--- config.mk ---
export PLATFORM = sky130hd
export DESIGN_NAME = serial_subtractor
export DESIGN_NICKNAME = d
export VERILOG_FILES = /design/src/rtl/serial_subtractor.sv
export SDC_FILE = /design/constraint.sdc
export NUM_CORES = 1
export LEC_CHECK = 0
export BUFFER_PORTS_ARGS = -buffer_cell sky130_fd_sc_hd__buf_2
export CAP_MARGIN = 15
export CORE_ASPECT_RATIO = 0.9
export CORE_MARGIN = 10
export CORE_UTILIZATION = 43
export CTS_CLUSTER_DIAMETER = 100
export DETAILED_ROUTE_END_ITERATION = 10
export GPL_TIMING_DRIVEN = 1
export HOLD_SLACK_MARGIN = 0.05
export SYNTH_ARGS = -nofsm -noshare
export SYNTH_HDL_FRONTEND = slang
export SYNTH_SLANG_ARGS = --single-unit
--- constraint.sdc ---
create_clock -name clk -period 3.9 [get_ports clk]
set_clock_uncertainty 0.05 [all_clocks]
set_input_delay 0.195 -clock clk [delete_from_list [all_inputs] [get_ports clk]]
set_output_delay 0.195 -clock clk [all_outputs]
set_load 0.005 [all_outputs]
--- src/rtl/serial_subtractor.sv ---
// Bit-serial unsigned subtractor (LSB first) with a three-state IDLE/RUN/DONE FSM.
// Optional build macro SERIAL_SUB_SAT_EN clamps diff to zero when the final borrow is set.
module serial_subtractor #(
   parameter int unsigned WIDTH = 8
) (
   input  logic             clk,
   input  logic             rst_n,
   input  logic             start,
   input  logic [WIDTH-1:0] a,
   input  logic [WIDTH-1:0] b,
   output logic [WIDTH-1:0] diff,
   output logic             borrow_out,
   output logic             busy,
   output logic             done
);

   localparam int unsigned   CW       = $clog2(WIDTH) + 1;
   localparam logic [CW-1:0] CNT_LAST = CW'(WIDTH);

   typedef enum logic [1:0] {
      IDLE = 2'd0,
      RUN  = 2'd1,
      DONE = 2'd2
   } state_t;

   state_t           state_q, state_d;
   logic [WIDTH-1:0] a_q, a_d;
   logic [WIDTH-1:0] b_q, b_d;
   logic [WIDTH-1:0] res_q, res_d;
   logic             br_q, br_d;
   logic [CW-1:0]    cnt_q, cnt_d;
   logic [WIDTH-1:0] diff_q, diff_d;
   logic             bo_q, bo_d;
   logic             done_q, done_d;
   logic             bit_d;

   always_ff @(posedge clk or negedge rst_n) begin
      if (!rst_n) begin
         state_q <= IDLE;
         a_q     <= '0;
         b_q     <= '0;
         res_q   <= '0;
         br_q    <= 1'b0;
         cnt_q   <= '0;
         diff_q  <= '0;
         bo_q    <= 1'b0;
         done_q  <= 1'b0;
      end else begin
         state_q <= state_d;
         a_q     <= a_d;
         b_q     <= b_d;
         res_q   <= res_d;
         br_q    <= br_d;
         cnt_q   <= cnt_d;
         diff_q  <= diff_d;
         bo_q    <= bo_d;
         done_q  <= done_d;
      end
   end

   always_comb begin
      state_d = state_q;
      a_d     = a_q;
      b_d     = b_q;
      res_d   = res_q;
      br_d    = br_q;
      cnt_d   = cnt_q;
      diff_d  = diff_q;
      bo_d    = bo_q;
      done_d  = 1'b0;
      bit_d   = a_q[0] ^ b_q[0] ^ br_q;

      unique case (state_q)
         IDLE: begin
            if (start) begin
               a_d     = a;
               b_d     = b;
               res_d   = '0;
               br_d    = 1'b0;
               cnt_d   = '0;
               state_d = RUN;
            end
         end
         RUN: begin
            // All WIDTH bits are in res_q once the counter reaches WIDTH; publish on this edge.
            if (cnt_q == CNT_LAST) begin
               state_d = DONE;
               done_d  = 1'b1;
               bo_d    = br_q;
`ifdef SERIAL_SUB_SAT_EN
               diff_d  = br_q ? '0 : res_q;
`else
               diff_d  = res_q;
`endif
            end else begin
               br_d  = (~a_q[0] & b_q[0]) | (~(a_q[0] ^ b_q[0]) & br_q);
               a_d   = a_q >> 1;
               b_d   = b_q >> 1;
               res_d = {bit_d, res_q[WIDTH-1:1]};
               cnt_d = cnt_q + 1'b1;
            end
         end
         DONE: begin
            state_d = IDLE;
         end
         default: begin
            state_d = IDLE;
         end
      endcase
   end

   assign diff       = diff_q;
   assign borrow_out = bo_q;
   assign done       = done_q;
   assign busy       = (state_q != IDLE);

endmodule

# ---- After elaboration in Yosys (flattened, before gate mapping)
# Cells that the tools add are included.
dict set report classes {
  addsub 1
  n_eq_ne 5
  n_mux 20
  bitwise_logic 7
  n_reduce_logical 6
}
# op n
set op_table {}
lappend op_table {{$mux W8} 6}
lappend op_table {{$pmux W8 S2} 3}
lappend op_table {{$mux W4} 2}
lappend op_table {{$pmux W4 S2} 1}
lappend op_table {{$ne A2 B2 Y1 const B} 3}
lappend op_table {{$add A4 B1 Y4 const B} 1}
lappend op_table {{$eq A4 B4 Y1 const B} 1}
lappend op_table {{$mux W1} 4}
lappend op_table {{$mux W2} 2}
lappend op_table {{$pmux W2 S2} 1}
lappend op_table {{$reduce_and A2 Y1} 2}
lappend op_table {{$reduce_bool A2 Y1} 2}
lappend op_table {{$reduce_and A3 Y1} 1}
lappend op_table {{$and A1 B1 Y1} 2}
lappend op_table {{$eq A2 B1 Y1 const B} 1}
lappend op_table {{$logic_not A2 Y1} 1}
lappend op_table {{$not A1 Y1} 2}
lappend op_table {{$pmux W1 S2} 1}
lappend op_table {{$xor A1 B1 Y1} 2}
lappend op_table {{$or A1 B1 Y1} 1}
dict set report totals {
  regBits 41
  elab_cells 48
}

# ---- Depth between registers and ports, before layout
dict set report depth {
  depth_word 6
  depth_mapped 7
}

# ---- Worst setup path before layout
# OpenSTA, ideal clock, no wires.
dict set report synth_path {
  path_type {reg2reg}
  startpoint {register cnt_q[0]}
  endpoint {register a_q[1]}
  t_arrival_ns 1.554
  t_required_ns 3.725
  path_slack_ns 2.171
  stages_incl_launch_ff 8
  n_path_buf 1
  cell_sequence {dfrtp_1 inv_1 ha_1 and3b_1 a21o_2 inv_4 buf_6 mux2_4}
}
dict set report synth_between {
  elab_chain_cells 3
}
# item line_no
set synth_rtl {}
lappend synth_rtl {{start, declared} 31} ;# logic [CW-1:0] cnt_q, cnt_d;
lappend synth_rtl {{start signal, assigned} 54} ;# cnt_q <= cnt_d;
lappend synth_rtl {{$eq A4 B4 Y1} 86} ;# if (cnt_q == CNT_LAST) begin
lappend synth_rtl {{$ne A2 B2 Y1 (no source line)} n/a}
lappend synth_rtl {{$reduce_and A3 Y1 (no source line)} n/a}
lappend synth_rtl {{end signal, assigned} 40} ;# a_q <= '0;
lappend synth_rtl {{end signal, assigned} 50} ;# a_q <= a_d;
lappend synth_rtl {{end, declared} 27} ;# logic [WIDTH-1:0] a_q, a_d;
# Every way passes these cells.
# A chain may end at the register's enable or synchronous reset.

# ---- Worst setup path after layout
dict set report layout_path {
  startpoint {register cnt_q[0]}
  endpoint {register a_q[5]}
}
# The elaborated chain is that of the path after synthesis.

==> impl_metrics.csv <==
group,metric,value,unit
global_routing,grt_pass1_wl,5.60,mm
timing,worstMarginPinSlew,0.899,ns
clocking,clk_pin_slew_worst_paths,0.08,ns
detailed_routing,ant_nets,0,
critical_path,slowest_stage,"dfrtp_1",
pwr,seqPwrFrac,0.395,
cells_and_area,nets,178,
timing,setup-tns-final,0,ns
hold_path,hold_path_class,"input port to flip-flop",
timing,holdWs,0.110,ns
clocking,insertion_delay,0.30,ns
critical_path,crit_chain,"inv_1 -> ha_1 -> and3b_1 -> a21o_2 -> inv_4 -> mux2_2",
global_routing,grt_pass1_vias,1152,
floorplanning,core,4100,um2
detailed_routing,wirelength,3.36,mm
critical_path,setup.worst_path.start,"cnt_q[0]",
timing,max_freq,0.512,GHz
pwr,swShare,0.319,
global_routing,grt_max_degree,42,
timing,worst_slack,1.95,ns
clocking,cts.repair.resized,0,
flow_run,drv_cap,0,
detailed_routing,wl_per_cell,16.4,um
detailed_routing,drtIter0Drc,53,
placed_design,dpl.hpwl,2.34,mm
timing,rsz0062_at_grt,"no",
critical_path,crit_family,"flip-flops",
clocking,h-tree-depth,2,
yosys,ys.warnings.count,0,
critical_path,arrival,2.09,ns
yosys,syn_nets,145,
critical_path,reg2reg_from,"cnt_q[0]",
yosys,yosysSeqAreaShare,0.559,
floorplanning,io_pins,30,
yosys,ys_seq_elements,41,
cells_and_area,final_util,0.517,
yosys,synth_cells,123,
yosys,ys_types,26,
yosys,netlist_area,1830,um2
yosys,synth_area_leader_cell,"dfrtp_1",
timing,slew_headroom,0.400,
critical_path,path_class,"flip-flop to flip-flop",
yosys,synthTopCellsByArea,"dfrtp_1, mux2_2, mux2_4",
detailed_routing,post-route-drc-count,0,
critical_path,crit_path_max_incr_delay,0.38,ns
pwr,netSwitchingPower,587,uW
pwr,p_total,1.84,mW
timing,fin_crit_sh,0.501,
floorplanning,rows,22,
global_routing,overflow,0,
pwr,p_per_area,867,nW/um2
detailed_routing,via_per_inst,5.29,
clocking,cts_tree,"built",
timing,final-hold-violation-count,0,
detailed_routing,drt-pass1-iter-count,3,
clocking,cts_buffer_depth,2,
pwr,combPwrFrac,0.419,
critical_path,worst-path-max-fanout,16,
pwr,p_leak,1.10,nW
timing,setup_violations,0,
hold_path,holdCritStartpoint,"a[7]",
yosys,synth_area_per_cell,14.9,um2
timing,slew_viol_final,0,
placed_design,place.gp.congestion,0.756,
clocking,cts_sinks,41,
critical_path,path_buf_inv,2,
pwr,clkPwrFrac,0.186,
pwr,cellInternalPower,1.25,mW
placed_design,dpl_worst_slack,1.94,ns
critical_path,crit_path_start_kind,"flip-flop",
cells_and_area,n_fill_cell,359,
floorplanning,die_w,88.8,um
floorplanning,die_y,82.0,um
cells_and_area,areaGrowthSynthToFinish,15.7,%
clocking,cts_setup_buffers,0,
critical_path,endpoint_kind,"flip-flop",
critical_path,cp.required,4.04,ns
cells_and_area,antenna_cells,0,
yosys,synth_top_area_frac,0.559,
timing,fin_crit,1.95,ns
cells_and_area,drive_gt1_frac,0.478,
detailed_routing,vias,1084,
pwr,ir_worst_vdd,308,uV
cells_and_area,ff_latch_area,1030,um2
floorplanning,initial_core_util,0.447,
global_routing,antenna_found_initial,0,
cells_and_area,multi_input_area,748,um2
placed_design,io_buffers,29,
clocking,cts_root_buf,"clkbuf_8",
clocking,hold_buffers,1,
global_routing,grt_use_total,0.101,
status,outcome,"finished clean",
clocking,cts_buffers,5,
floorplanning,die-area,7280,um2
-- cells in the final DEF, fill, tap and decap left out --
cell type      netlist  layout
o21bai_1             1       1
o21ai_0              3       3
nor2b_1              1       1
nand3_1              3       3
inv_4                1       1
dlygate4sd3_1        0       1
nor2_1               3       3
mux2_4              14      14
and3b_1              1       1
inv_1                4       4
a32o_1               2       2
nor2b_4              1       1
ha_1                 2       2
fa_1                 1       1
mux2i_1              2       2
o311ai_0             1       1
clkbuf_8             0       5
mux2_2              21      21
dfrtp_1             41      41
nor2_2               1       1
bufinv_16            0       1
buf_2                1      29
clkinv_4             0       1
nand3b_1             1       1
a21o_2               1       1
o2bb2ai_1            1       1
nand2_1              2       2
clkbuf_1             0       1
nand2b_1             2       2
a22o_1               9       9
-- state kept, by name, indices dropped and copies added, names as in the netlist --
name        cells
a_q             8
b_q             8
borrow_out      1
br_q            1
cnt_q           4
diff            8
done            1
res_q           8
state_q         2
-- power groups by stage --
stage / Combinational (mW) / Sequential [mW] / Clock (mW)
final: 0.770 / 0.727 / 0.342
after global routing: 0.856 / 0.754 / 0.362
after CTS: 0.786 / 0.728 / 0.348
after detailed placement: 0.776 / 0.736 / 0
after global placement: 0.754 / 0.727 / 0
after floorplan: 0.652 / 0.709 / 0
-- per-stage QoR --
stage	cell area, um2	instances
global placement	2000	196
floorplan	1830	123
detailed placement	2000	196
global route	2120	205
CTS	2120	205
finish	2120	205
-- per-layer routing --
layer  up-vias  track usage  wire length (um)
met4         0       0.0532                68
met3         6       0.0396               161
met1       552        0.128              1600
li1        510            -                 -
met5         -            0                 0
met2        16        0.145              1530
-- final cells by class --
type / instances / area share
Inverter: 5 / 0.0100
Tap cell: 48 / 0.0283
Clock inverter: 2 / 0.0183
Sequential cell: 41 / 0.483
Timing Repair Buffer: 30 / 0.0731
Multi-Input combinational cell: 73 / 0.353
Clock buffer: 6 / 0.0342
-- final timing paths --
path                            to  slack, ns  cells after the start
setup / recovery            a_q[5]       1.95                      6
hold / removal              a_q[7]       0.11                      2
setup reg to reg            a_q[5]       1.95                      6
hold reg to reg            diff[4]       0.45                      1
max in group asynchronous  diff[0]       2.73                      2
min in group asynchronous  diff[5]       0.50                      2
-- cell families after synthesis --
family                   count (synthesis)  share of synthesized area
AO/OA/AOI/OAI                           18                     0.0805
adder cells (fa/ha/maj)                  3                     0.0246
multiplexers                            37                      0.254
flip-flops                              41                      0.559
AND/OR/NAND/NOR                         15                     0.0484
buffers and inverters                    9                     0.0327
-- synthesized netlist by cell type --
library cell  instances
o311ai_0              1
nor2_2                1
o2bb2ai_1             1
nor2_1                3
nand3b_1              1
fa_1                  1
dfrtp_1              41
nand2b_1              2
a22o_1                9
buf_2                 1
mux2_2               21
inv_1                 4
a32o_1                2
nor2b_1               1
mux2i_1               2
mux2_4               14
ha_1                  2
buf_6                 3
nor2b_4               1
nand2_1               2
and3b_1               1
inv_4                 1
o21bai_1              1
o21ai_0               3
a21o_2                1
nand3_1               3
No activity file was read; power rests on OpenSTA's default activity.
